<file path="src/rtl/phoenix_input_buffer.sv">
// phoenix_input_buffer: per-port flit FIFO and packet sequencer of the Phoenix router.
// Incoming flits are stored under credit flow control. When a header reaches the FIFO
// head, h requests routing. After ack_h the header, the size flit and the payload are
// streamed to the crossbar. sender is held high for the whole packet.
//
// Ports:
//   clock     - sole clock, rising edge
//   reset     - asynchronous, active-low reset
//   rx        - upstream flit valid
//   data_in   - upstream flit
//   credit_o  - upstream may send (FIFO not full)
//   h         - routing request to switch control
//   ack_h     - routing granted (single-cycle pulse)
//   data_av   - flit valid toward crossbar
//   data      - flit at FIFO head
//   data_ack  - crossbar consumed data this cycle
//   sender    - packet in transit through this port
module phoenix_input_buffer #(
  parameter int unsigned TAM_FLIT   = 16,
  parameter int unsigned TAM_BUFFER = 4
) (
  input  logic                clock,
  input  logic                reset,
  input  logic                rx,
  input  logic [TAM_FLIT-1:0] data_in,
  output logic                credit_o,
  output logic                h,
  input  logic                ack_h,
  output logic                data_av,
  output logic [TAM_FLIT-1:0] data,
  input  logic                data_ack,
  output logic                sender
);

  localparam int unsigned PtrW = $clog2(TAM_BUFFER);

  typedef logic [PtrW-1:0] ptr_t;
  typedef logic [PtrW:0]   cnt_t;

  localparam cnt_t CountFull = cnt_t'(TAM_BUFFER);

  typedef enum logic [2:0] {
    StIdle,
    StReq,
    StHeader,
    StSize,
    StPayload,
    StEnd
  } state_e;

  state_e              state_q, state_d;
  logic [TAM_FLIT-1:0] buf_q [TAM_BUFFER];
  ptr_t                first_q, last_q;
  cnt_t                count_q, count_d;
  logic [TAM_FLIT-1:0] remaining_q, remaining_d;
  logic                push, pop, streaming;

  // Credit comes from the registered count only; a same-cycle pop does not reopen it.
  assign credit_o = (count_q != CountFull);
  assign push     = rx && credit_o;
  assign pop      = data_av && data_ack;
  assign data     = buf_q[first_q];

  // Storage contents are don't-care after reset, so the array carries no reset.
  always_ff @(posedge clock) begin
    if (push) begin
      buf_q[last_q] <= data_in;
    end
  end

  always_comb begin
    count_d = count_q;
    unique case ({push, pop})
      2'b10:   count_d = count_q + cnt_t'(1);
      2'b01:   count_d = count_q - cnt_t'(1);
      default: count_d = count_q;
    endcase
  end

  // Pointers wrap naturally since the depth is a power of two.
  always_ff @(posedge clock or negedge reset) begin
    if (!reset) begin
      first_q <= '0;
      last_q  <= '0;
      count_q <= '0;
    end else begin
      if (push) begin
        last_q <= last_q + ptr_t'(1);
      end
      if (pop) begin
        first_q <= first_q + ptr_t'(1);
      end
      count_q <= count_d;
    end
  end

  // State register
  always_ff @(posedge clock or negedge reset) begin
    if (!reset) begin
      state_q     <= StIdle;
      remaining_q <= '0;
    end else begin
      state_q     <= state_d;
      remaining_q <= remaining_d;
    end
  end

  // Next-state logic
  always_comb begin
    state_d     = state_q;
    remaining_d = remaining_q;
    unique case (state_q)
      StIdle: begin
        if (count_q != '0) begin
          state_d = StReq;
        end
      end
      StReq: begin
        if (ack_h) begin
          state_d = StHeader;
        end
      end
      StHeader: begin
        if (pop) begin
          state_d = StSize;
        end
      end
      StSize: begin
        if (pop) begin
          remaining_d = data;
          state_d     = (data == '0) ? StEnd : StPayload;
        end
      end
      StPayload: begin
        if (pop) begin
          remaining_d = remaining_q - TAM_FLIT'(1);
          if (remaining_q == TAM_FLIT'(1)) begin
            state_d = StEnd;
          end
        end
      end
      StEnd: begin
        // One-cycle gap with sender low gives switch control its falling edge.
        state_d = StIdle;
      end
      default: begin
        state_d = StIdle;
      end
    endcase
  end

  // Output decode
  always_comb begin
    h         = 1'b0;
    streaming = 1'b0;
    unique case (state_q)
      StReq:                         h         = 1'b1;
      StHeader, StSize, StPayload:   streaming = 1'b1;
      default:                       streaming = 1'b0;
    endcase
    sender  = streaming;
    data_av = streaming && (count_q != '0);
  end

endmodule

</file>
<file path="config.mk">
export PLATFORM = sky130hd
export DESIGN_NAME = phoenix_input_buffer
export DESIGN_NICKNAME = d
export VERILOG_FILES = /design/src/rtl/phoenix_input_buffer.sv
export SDC_FILE = /design/constraint.sdc
export NUM_CORES = 1
export LEC_CHECK = 0
export CORE_AREA = 2 2 104 106
export DETAILED_ROUTE_END_ITERATION = 7
export DIE_AREA = 0 0 106 108
export PLACE_DENSITY = 0.54
export SLEW_MARGIN = 20
export SYNTH_ARGS = -nofsm -noshare
export SYNTH_HDL_FRONTEND = slang
export SYNTH_SLANG_ARGS = --single-unit
</file>
<file path="constraint.sdc">
create_clock -name clock -period 5.6 [get_ports clock]
set_input_delay 1.12 -clock clock [delete_from_list [all_inputs] [get_ports clock]]
set_output_delay 1.12 -clock clock [all_outputs]
set_load 0.05 [all_outputs]
</file>
==> impl_metrics.yaml <==
timing:
  drv_slew: 0
  slew_headroom: 0.223
  fin_skew_ps: 5.61
  finalHoldViolations: 0
  tightest_slew_ps: 1170
  min_period_over_period: 0.716
  fmax_mhz: 250
  fin_crit_ps: 4010
  finalSetupViolations: 0
  rsz0062_at_grt: "false"
  finalSetupTns_ps: 0
logic_synthesis:
  ys_warn_count: 0
  async_flop_share: 0.289
  syn_inst: 285
  ys_types: 48
  synth_area_per_cell_um2: 14.1
  synth_enable_flop_cells: 64
  synth-seq-cells: 90
  synth_nets: 314
  syn_area_um2: 4020
  synth_top_flop_cell: "edfxtp_1"
  synth-seq-area-share: 0.640
place:
  dpl-instance-area_um2: 4540
  dpl.hpwl_um: 5660
  place_congestion: 0.834
  io_buffer_count: 40
critical_path:
  path_cells: "buf_4 > mux4_1 > clkdlybuf4s50_1"
  r2r_end: "remaining_q[9]$_DFFE_PN0P_"
  crit_family: "buffers and inverters"
  cp-end-kind: "primary output"
  cp_data_required_time_ps: 4480
  startpoint_type: "register"
  r2r_start: "state_q[1]$_DFFE_PN0P_"
  rr_worst_depth: 4
  path_depth: 3
  path_buf_inv: 2
  r2r_slack_ps: 2810
  cp_max_fo: 15
  crit_path_end: "data[8]"
  cp.arrival_ps: 2890
  slowest_stage: "dfrtp_1"
  cpPeakStageDelay_ps: 910
  worstSetupPathType: "register to primary output"
  crit_start: "first_q[0]$_DFFE_PN0P_"
clock_tree:
  h-tree-depth: 3
  cts_buffers: 9
  cts_buffer_depth: 2
  clock-root-buffer: "clkbuf_8"
  cts_resized: 0
  cts_sinks: 90
  insertion_delay_ps: 350
  clk_pin_slew_ps: 90
  post_cts_buffers: 0
  cts_tree: "done"
  cts_hold_buf: 0
route:
  wirelength_um: 8600
  drc: 0
  dr.pass1.iters: 4
  vias: 2542
  wl_per_cell_um: 18.4
  ant_nets: 0
  drt_iter0_drc: 109
  via_per_inst: 5.43
min_path:
  hold_class: "register to register"
die:
  num_rows: 37
  die-area_um2: 11400
  die_w_um: 106
  ios: 41
  fp.dieH_um: 108
  start_util: 0.393
  coreArea_um2: 10200
run_status:
  status: "completed"
job:
  cap_violations: 0
global_route:
  antenna_found_initial: 0
  grt_max_degree: 27
  grt.overflow.total: 0
  grt_pass1_wl_um: 13700
  grt_usage: 0.162
  grt_pass1_vias: 2542
final_layout:
  mostFrequentLayoutCells: "64 x edfxtp_1, 40 x clkdlybuf4s50_1, 26 x dfrtp_1, 22 x a21oi_1, 21 x nor2_1"
  area_delta_synth_final_pct: 17.6
  postLayoutCellArea_um2: 4720
  drive_gt1_frac: 0.0904
  nets: 356
  fillers: 924
  n_antenna_cell: 0
  final_common_cell: "edfxtp_1"
power_and_ir_drop:
  power_leakage_nw: 1.65
  pwr_density_cell_nw_per_um2: 589
  peakVddDrop_mv: 0.237
[cell families (layout without fill, tap and decap cells)]
family,count (synthesis),in the layout,synth area share
AOI/OAI and AO/OA,66,66,0.0968
DFF,90,90,0.640
adders and majority gates,8,8,0.0268
xor gates and xnor gates,6,6,0.0131
muxes,16,16,0.0943
and+or+nand+nor,77,77,0.101
buffers and inverters,22,69,0.0277
[cell type report]
class,instances,area [um2],area share
clock buffers,11,131,0.0278
multi-input cells,173,1340,0.283
clock inverters,5,55.1,0.0117
inverters,10,37.5,0.00794
well taps,136,170,0.0360
repair buffers,43,423,0.0895
flip-flops and latches,90,2570,0.544
[power breakdown]
group          leakage [nW]  internal (mW)  switching, mW
sequential            0.892          0.911          0.187
clock                0.0909          0.205          0.226
combinational         0.667          0.471          0.782
total                  1.65           1.59           1.19
[metal layers]
layer	vias to the layer above	track usage	wire length [um]	part of all wire
li1	1199	-	-	-
met1	1268	0.217	3930	0.46
met2	57	0.259	4120	0.48
met3	18	0.0271	285	0.033
met4	0	0.0818	264	0.031
met5	-	0	0	0
[per-stage QoR]
step                power (mW)  cells  setup WS, ps  hold WS (ps)   util
finish                    2.78    468          1590           507  0.462
global route              2.96    468          1410           532  0.462
CTS                       2.81    468          1510           511  0.462
detailed placement        2.38    452          1920           498  0.444
global placement          2.37    452          1920           488  0.444
floorplan                 2.00    285          2820           465      -
[worst min-delay path by stage]
stage / start / end / slack [ps] / depth (start not counted)
global route: count_q[0]$_DFFE_PN0P_ / count_q[0]$_DFFE_PN0P_ / 530 / 1
finish: count_q[2]$_DFFE_PN0P_ / count_q[2]$_DFFE_PN0P_ / 510 / 1
floorplan: count_q[2]$_DFFE_PN0P_ / count_q[2]$_DFFE_PN0P_ / 460 / 1
detailed placement: count_q[0]$_DFFE_PN0P_ / count_q[0]$_DFFE_PN0P_ / 500 / 1
CTS: count_q[0]$_DFFE_PN0P_ / count_q[0]$_DFFE_PN0P_ / 510 / 1
global placement: count_q[0]$_DFFE_PN0P_ / count_q[0]$_DFFE_PN0P_ / 490 / 1
[sequential cells by signal, summed over array words and instances (netlist names)]
register and count:
last_q 2, buf_q 64, state_q 3, count_q 3, remaining_q 16, first_q 2
[cell usage after synthesis (3+ instances only)]
master	number	area (um2)
o22a_1	3	26.3
ha_1	7	87.6
a21oi_1	22	110
o21ai_0	15	75.1
nor2b_1	3	18.8
xor2_1	3	26.3
or3_1	4	25.0
dfrtp_1	26	651
nand4_1	4	25.0
nand2_1	14	52.6
a22oi_1	5	37.5
buf_2	4	20.0
mux4_1	5	131
nand3_1	5	25.0
a31oi_1	3	18.8
nor4_1	5	31.3
clkbuf_1	6	22.5
and3_1	5	31.3
nor3_1	6	30.0
mux4_2	11	248
edfxtp_1	64	1920
o21ai_1	8	40.0
nor2_1	21	78.8
xnor2_1	3	26.3
inv_1	10	37.5
[worst reg2reg max path, stage by stage (launching register included)]
cell and delay [ps]:
dfrtp_1 510, or3b_1 730, a21oi_1 1020, o21ai_0 220
o2bb2ai_1 190
(Power assumes the default switching activity.)
